===== src/rtl/l1_port_arbiter.sv =====
// l1_port_arbiter: shares the single CPU-side request port of L1_cache between
// instruction fetch (port 0) and the load/store unit (port 1). The winning
// request is latched and held toward the cache until it answers. The answer is
// returned to the winner as a one-cycle ready pulse. Arbitration is round-robin.
// A sticky watchdog flags a cache that stays silent too long.
module l1_port_arbiter #(
  parameter int ADDR_W      = 27,
  parameter int DATA_W      = 32,
  parameter int TIMEOUT_CYC = 1023
) (
  input  logic              sys_clk,
  input  logic              RST_N,
  input  logic [ADDR_W-1:0] req0_addr,
  input  logic [DATA_W-1:0] req0_data,
  input  logic              req0_rw,
  input  logic              req0_valid,
  output logic [DATA_W-1:0] rsp0_data,
  output logic              rsp0_ready,
  input  logic [ADDR_W-1:0] req1_addr,
  input  logic [DATA_W-1:0] req1_data,
  input  logic              req1_rw,
  input  logic              req1_valid,
  output logic [DATA_W-1:0] rsp1_data,
  output logic              rsp1_ready,
  output logic [ADDR_W-1:0] cache_addr,
  output logic [DATA_W-1:0] cache_data,
  output logic              cache_rw,
  output logic              cache_valid,
  input  logic [DATA_W-1:0] cache_rsp_data,
  input  logic              cache_rsp_ready,
  output logic              grant,
  output logic              busy,
  output logic              timeout_err
);

  localparam int              WD_W   = $clog2(TIMEOUT_CYC + 1);
  localparam logic [WD_W-1:0] WD_MAX = WD_W'(TIMEOUT_CYC);
  localparam logic [WD_W-1:0] WD_ONE = WD_W'(1);

  typedef enum logic [1:0] {
    IDLE = 2'd0,
    BUSY = 2'd1,
    RESP = 2'd2
  } state_t;

  state_t            state_r, state_s;
  logic              last_grant_r, last_grant_s;
  logic [WD_W-1:0]   wd_cnt_r, wd_cnt_s;
  logic [ADDR_W-1:0] cache_addr_s;
  logic [DATA_W-1:0] cache_data_s;
  logic              cache_rw_s;
  logic              cache_valid_s;
  logic              grant_s;
  logic              busy_s;
  logic              timeout_err_s;
  logic [DATA_W-1:0] rsp0_data_s, rsp1_data_s;
  logic              rsp0_ready_s, rsp1_ready_s;
  logic              take_s;
  logic              win_s;

  // Next-state and next-output computation; every register holds by default.
  always_comb begin
    state_s       = state_r;
    last_grant_s  = last_grant_r;
    wd_cnt_s      = wd_cnt_r;
    cache_addr_s  = cache_addr;
    cache_data_s  = cache_data;
    cache_rw_s    = cache_rw;
    cache_valid_s = cache_valid;
    grant_s       = grant;
    timeout_err_s = timeout_err;
    rsp0_data_s   = rsp0_data;
    rsp1_data_s   = rsp1_data;
    rsp0_ready_s  = 1'b0;
    rsp1_ready_s  = 1'b0;
    take_s        = 1'b0;
    win_s         = 1'b0;

    case (state_r)
      IDLE: begin
        // Round-robin: on a tie the port that did not win last time goes first.
        if (req0_valid && req1_valid) begin
          take_s = 1'b1;
          win_s  = ~last_grant_r;
        end else if (req0_valid) begin
          take_s = 1'b1;
          win_s  = 1'b0;
        end else if (req1_valid) begin
          take_s = 1'b1;
          win_s  = 1'b1;
        end else begin
          take_s = 1'b0;
          win_s  = 1'b0;
        end

        if (take_s) begin
          cache_addr_s  = win_s ? req1_addr : req0_addr;
          cache_data_s  = win_s ? req1_data : req0_data;
          cache_rw_s    = win_s ? req1_rw   : req0_rw;
          cache_valid_s = 1'b1;
          grant_s       = win_s;
          last_grant_s  = win_s;
          wd_cnt_s      = {WD_W{1'b0}};
          state_s       = BUSY;
        end else begin
          state_s = IDLE;
        end
      end

      BUSY: begin
        // Requester inputs are ignored here; only the cache answer matters.
        if (cache_rsp_ready) begin
          if (grant) begin
            rsp1_data_s  = cache_rsp_data;
            rsp1_ready_s = 1'b1;
          end else begin
            rsp0_data_s  = cache_rsp_data;
            rsp0_ready_s = 1'b1;
          end
          cache_valid_s = 1'b0;
          state_s       = RESP;
        end else begin
          if (wd_cnt_r != WD_MAX) begin
            wd_cnt_s = wd_cnt_r + WD_ONE;
          end else begin
            wd_cnt_s = wd_cnt_r;
          end
          // The transaction keeps waiting; the flag only reports the stall.
          if (wd_cnt_s == WD_MAX) begin
            timeout_err_s = 1'b1;
          end else begin
            timeout_err_s = timeout_err;
          end
          state_s = BUSY;
        end
      end

      RESP: begin
        // Pulse cycle: requests are not sampled so the requester can advance.
        state_s = IDLE;
      end

      default: begin
        state_s       = IDLE;
        cache_valid_s = 1'b0;
      end
    endcase

    busy_s = (state_s != IDLE);
  end

  // State, arbitration memory, watchdog and all registered outputs.
  always_ff @(posedge sys_clk or negedge RST_N) begin
    if (!RST_N) begin
      state_r      <= IDLE;
      last_grant_r <= 1'b1;
      wd_cnt_r     <= {WD_W{1'b0}};
      cache_addr   <= {ADDR_W{1'b0}};
      cache_data   <= {DATA_W{1'b0}};
      cache_rw     <= 1'b0;
      cache_valid  <= 1'b0;
      grant        <= 1'b0;
      busy         <= 1'b0;
      timeout_err  <= 1'b0;
      rsp0_data    <= {DATA_W{1'b0}};
      rsp1_data    <= {DATA_W{1'b0}};
      rsp0_ready   <= 1'b0;
      rsp1_ready   <= 1'b0;
    end else begin
      state_r      <= state_s;
      last_grant_r <= last_grant_s;
      wd_cnt_r     <= wd_cnt_s;
      cache_addr   <= cache_addr_s;
      cache_data   <= cache_data_s;
      cache_rw     <= cache_rw_s;
      cache_valid  <= cache_valid_s;
      grant        <= grant_s;
      busy         <= busy_s;
      timeout_err  <= timeout_err_s;
      rsp0_data    <= rsp0_data_s;
      rsp1_data    <= rsp1_data_s;
      rsp0_ready   <= rsp0_ready_s;
      rsp1_ready   <= rsp1_ready_s;
    end
  end

endmodule

===== config.mk =====
export PLATFORM = sky130hd
export DESIGN_NAME = l1_port_arbiter
export DESIGN_NICKNAME = d
export VERILOG_FILES = /design/src/rtl/l1_port_arbiter.sv
export SDC_FILE = /design/constraint.sdc
export NUM_CORES = 1
export LEC_CHECK = 0
export BUFFER_PORTS_ARGS = -buffer_cell sky130_fd_sc_hd__buf_2
export CORE_MARGIN = 3
export CORE_UTILIZATION = 48
export CTS_BUF_LIST = sky130_fd_sc_hd__clkbuf_2
export DETAILED_ROUTE_END_ITERATION = 8
export PLACE_DENSITY = 0.82
export SLEW_MARGIN = 10
export SYNTH_ARGS = -nofsm -noshare
export SYNTH_HDL_FRONTEND = slang
export SYNTH_SLANG_ARGS = --single-unit

===== constraint.sdc =====
create_clock -name sys_clk -period 2.2 [get_ports sys_clk]
set_input_delay 0.44 -clock sys_clk [delete_from_list [all_inputs] [get_ports sys_clk]]
set_output_delay 0.44 -clock sys_clk [all_outputs]
set_load 0.005 [all_outputs]

Word level (Yosys, flattened, before mapping):

Cells that the tools add are included.

* logic and storage cells: 64
* output and inout bits: 130
* register bits: 143
* input bits: 157

* bitwise gates (word level): 4
* add/subtract/negate cells: 1
* equal/unequal tests: 7
* multiplexer cells: 28
* reductions and logical operators: 10

Operators with widths (number)
* $mux 10: 5
* $mux 32: 1
* $mux 27: 1
* $pmux 10 s2: 1
* $mux 1: 17
* $reduce_and 3->1: 5
* $add 10x1->10 const B: 1
* $eq 10x10->1 const B: 1
* $ne 10x10->1 const B: 1
* $ne 2x2->1 const B: 2
* $not 1->1: 4
* $pmux 2 s2: 1
* $reduce_bool 2->1: 2
* $pmux 1 s3: 1
* $eq 2x1->1 const B: 1
* $eq 2x2->1 const B: 1
* $logic_not 2->1: 1
* $mux 2: 1
* $ne 2x1->1 const B: 1
* $reduce_and 2->1: 1
* $logic_and 1x1->1: 1

Longest topological paths before layout:

* depth in word-level cells: 7
* depth in mapped cells: 7
* mapped depth without buffers: 6

Worst setup path before layout:

Ideal clock, no wire load.

* path kind: reg2reg
* from: register wd_cnt_r[0]
* to: register wd_cnt_r[0]
* buffers on the path: 0
* data arrival time: 1.550 ns
* setup time: 0.125 ns
* clock period less this slack: 1.675 ns
* path slack: 0.525 ns
* stages on the path, launching flop included: 6
* data required time: 2.075 ns
* cells stage by stage: dfrtp_1 -> ha_1 -> nand4_2 -> or3_4 -> and2_4 -> mux2_2

* longest elaborated chain between the ends: 6
* elaborated cells on any way between the ends: 7
* classes of those cells: add/sub (1); eq/ne (1); mux (5)

Ends and longest elaborated chain
* start: declaration: line 48 `logic [WD_W-1:0] wd_cnt_r, wd_cnt_s;`
* start signal: assignment: line 157 `wd_cnt_r <= {WD_W{1'b0}};`
* start signal: assignment: line 172 `wd_cnt_r <= wd_cnt_s;`
* $add 10x1->10 or $ne 10x10->1 (tied branches): line 124, 123
* $mux 10 (*): line 123 `if (wd_cnt_r != WD_MAX) begin`
* $mux 10 (*): line 112 `if (cache_rsp_ready) begin`
* $mux 10 (*): line 79 `case (state_r)`
* $mux 10 (*): line 112
* $pmux 10 s2 (*): line 79

Mark *: on every way between the ends. The rest lies on a longest branch, timed or not. The select of a mux whose other input is x is not followed.
A chain may end at the register's enable or synchronous reset.

Final worst setup path:

* from: register last_grant_r
* to: register cache_data[19]

* longest elaborated chain between the ends: 4

Ends and longest elaborated chain
* start: declaration: line 47 `logic last_grant_r, last_grant_s;`
* start signal: assignment: line 171 `last_grant_r <= last_grant_s;`
* $not 1->1: line 84 `win_s = ~last_grant_r;`
* $mux 1: line 82 `if (req0_valid && req1_valid) begin`
* $mux 1: line 79
* $mux 32: line 98 `cache_data_s = win_s ? req1_data : req0_data;`
* end signal: assignment: line 159 `cache_data <= {DATA_W{1'b0}};`
* end signal: assignment: line 174 `cache_data <= cache_data_s;`
* end: declaration: line 26 `output logic [DATA_W-1:0] cache_data,`

No other way between the ends. The select of a mux whose other input is x is not followed.

==> impl_results.md <==
- Status: complete, no violations
- Slowest cell delay on critical path: 0.61 ns
- Setup crit start kind: flop
- Req. time, crit path: 2.83 ns
- Fin cells: 1112
- CP Cell Sequence: a21boi_4 > buf_12 > buf_12 > buf_12 > mux2i_1 > dlygate4sd3_1 > o21ai_0
- Initial DRC count: 581
- Crit-path most repeated cell: buf_12
- Core Area: 0.0122 mm^2
- DR WL/cell: 19.7 um
- Area contributors post-synth: dfrtp_1 (58%), mux2i_1 (10%), mux2_2 (6.1%)
- Final HPWL DP: 12400 um
- Initial antenna violation count: 3
- MaxCap Viol Count: 0
- Register area share after synthesis: 58.7%
- Wire length of the first global-routing pass: 33700 um
- Netlist cell types: 42
- TritonCTS buffer count: 17
- Placed insts: 944
- Most common cell after layout, fill and taps aside: buf_2
- Die area: 0.0141 mm^2
- VDD IR-drop max: 0.640 mV
- Rows: 40
- Drt drc: 0
- Tcrit/Tclk final: 95.1%
- CP endpoint: cache_data[19]$_DFFE_PN0P_
- Fraction of registers with async set/reset: 100%
- Via Count: 5977
- Worst Reg2Reg Path Length in Cells: 7
- First-pass DRT Iterations: 5
- Crit-path slowest cell: dfstp_2
- Final global-route overflow total: 0
- Most frequent cells in the layout: buf_2 (285), dfrtp_1 (142), dlygate4sd3_1 (130), nand2_1 (72), o21ai_0 (64)
- Placed Area: 0.00784 mm^2
- EDFF count, synth: 0
- Crit. Startpoint: last_grant_r$_DFFE_PN1P_
- Clock sink count: 143
- Peak Freq: 0.478 GHz
- Flop-to-flop setup slack: 0.11 ns
- DIE WIDTH: 119 um
- GP Congestion: 0.883
- Skew-Pair Late Insertion Delay: 0.75 ns
- Antenna violation net count after detailed routing: 0
- Synthesized Nets: 663
- Clk_skew: 0.0500 ns
- Leak: 4.71 nW
- WP data arrival: 2.72 ns
- Slew HR: 64.1%
- Post-Syn Instances: 505
- Slew Viols, Final: 0
- Synthesized area per cell: 12.1 um^2
- Slew @ Worst Pin: 0.536 ns
- Total Nets Final: 1087
- Reg clk slew, reported paths: 0.21 ns
- Worst min-delay path category: in2reg
- Crit. End Element: flop
- Via density per instance: 5.38
- Design area: 0.00948 mm^2
- FF-to-FF End: cache_data[19]$_DFFE_PN0P_
- Die height: 119 um
- Area of the mapped netlist: 0.00610 mm^2
- Setup TNS Final: 0 ns
- Port buffer count: 286
- Pwr dens: 1150 mW/mm^2
- Vias in the first global route: 6307
- Ratio of cells with drive above 1 in the final layout: 40.4%
- Final Util: 77.6%
- WS Path Type: reg2reg
- Pin count of the biggest net entering global routing: 76
- Largest fanout on the critical path: 12
- Total Routing Usage GR: 30.7%
- Root buf cell: clkbuf_2
- Synth area leader: dfrtp_1
- CTS tree: yes
- Final setup fails: 0
- Final min period: 2.09 ns
- Origin of the critical flop-to-flop path: last_grant_r$_DFFE_PN1P_
- Fin. Hold Viols: 0
- Synth Register Bits: 143
- Primary FF master, synth: dfrtp_1
- Synth-to-layout area growth: 55.4%
- Synth warn: 0
- RSZ-0062 raised after global routing: no
- Starting Density: 49.9%
- Top-area cell type share of the netlist area: 58.3%
- Total wire length: 22000 um
- I/O pins: 287
- Clk buf depth: 2
- Htree depth: 4
through the flow:
| stage | setup slack [ns] | total power, mW | hold WS [ns] |
|---|---|---|---|
| floorplan | 0.525 | 6.37 | 0.144 |
| global placement | 0.226 | 8.25 | 0.418 |
| detailed placement | 0.181 | 8.48 | 0.427 |
| CTS | 0.0439 | 10.4 | 0.000308 |
| global route | 0.00830 | 11.5 | -0.0131 |
| finish | 0.108 | 10.9 | 0.0265 |
sequential cells by signal, summed over array words and instances (netlist names):
signal,cells
busy,1
cache_addr,27
cache_data,32
cache_rw,1
cache_valid,1
grant,1
last_grant_r,1
rsp0_data,32
rsp0_ready,1
rsp1_data,32
rsp1_ready,1
state_r,2
timeout_err,1
wd_cnt_r,10
final cells by class:
class / count / area (um^2)
diodes: 3 / 7.51
fillers: 692 / 2740
clock inverters: 13 / 186
clock buffers: 18 / 90.1
multi-input cells: 326 / 2370
inverters: 3 / 11.3
repair buffers: 438 / 3020
flip-flops and latches: 143 / 3580
well taps: 168 / 210
logic make-up (layout without fill, tap and decap cells):
logic type               count (synthesis)  after routing  share of synthesized area [%]
AO/OA/AOI/OAI                           92             92                           8.37
multiplexers                           127            127                           22.2
flip-flops                             143            143                           58.7
other                                    0              3                              0
buffers and inverters                   36            472                           2.77
adder cells (fa/ha/maj)                  1              1                          0.205
AND/OR/NAND/NOR                        106            106                           7.78
what timing repair did:
item	CTS	global route
buffers inserted	0	4
endpoints found under the setup margin	0	26
hold buffers	124	6
endpoints found under the hold margin	165	3
gates resized for setup	0	0
worst max-delay path, delay by kind of cell (launching register included):
kind / cells / cell delay (ns)
AO/OA/AOI/OAI: 2 / 0.14
multiplexers: 1 / 0.25
flip-flops: 1 / 0.61
buffers and inverters: 4 / 1.01
synthesized netlist by cell type, drive strengths merged, types with 2 or more instances:
| master | number |
|---|---|
| mux2i | 62 |
| a31oi | 3 |
| nor2 | 9 |
| clkbuf | 16 |
| nor4 | 2 |
| and2 | 3 |
| inv | 3 |
| dfrtp | 142 |
| o22ai | 2 |
| buf | 17 |
| mux2 | 65 |
| a21oi | 7 |
| o21ai | 68 |
| nor2b | 2 |
| nor3 | 2 |
| nand3 | 7 |
| a22o | 2 |
| nand4 | 4 |
| nand2 | 72 |
where the power goes:
group	internal, mW	switching [mW]
sequential	3.84	0.765
clock	0.751	1.01
combinational	2.24	2.25
total	6.84	4.02
worst min-delay path by stage:
stage | startpoint | endpoint | slack [ns] | depth (start not counted)
global placement | RST_N | rsp0_data[15]$_DFFE_PN0P_ | 0.42 | 1
finish | req1_addr[18] | cache_addr[18]$_DFFE_PN0P_ | 0.03 | 3
detailed placement | RST_N | rsp1_data[15]$_DFFE_PN0P_ | 0.43 | 1
floorplan | RST_N | busy$_DFF_PN0_ | 0.14 | 0
global route | req0_data[15] | cache_data[15]$_DFFE_PN0P_ | -0.01 | 3
CTS | req0_addr[4] | cache_addr[4]$_DFFE_PN0P_ | 0.0003 | 3
metal layers:
metal	wire length, um	track usage (%)	share of wire [%]	up-vias
met5	0	0	0	-
met4	952	12.7	4.3	0
met3	1720	8.52	7.8	70
met2	11100	53.0	51	353
met1	8190	35.9	37	2915
li1	-	-	-	2639
No activity file was read; power rests on OpenSTA's default activity.
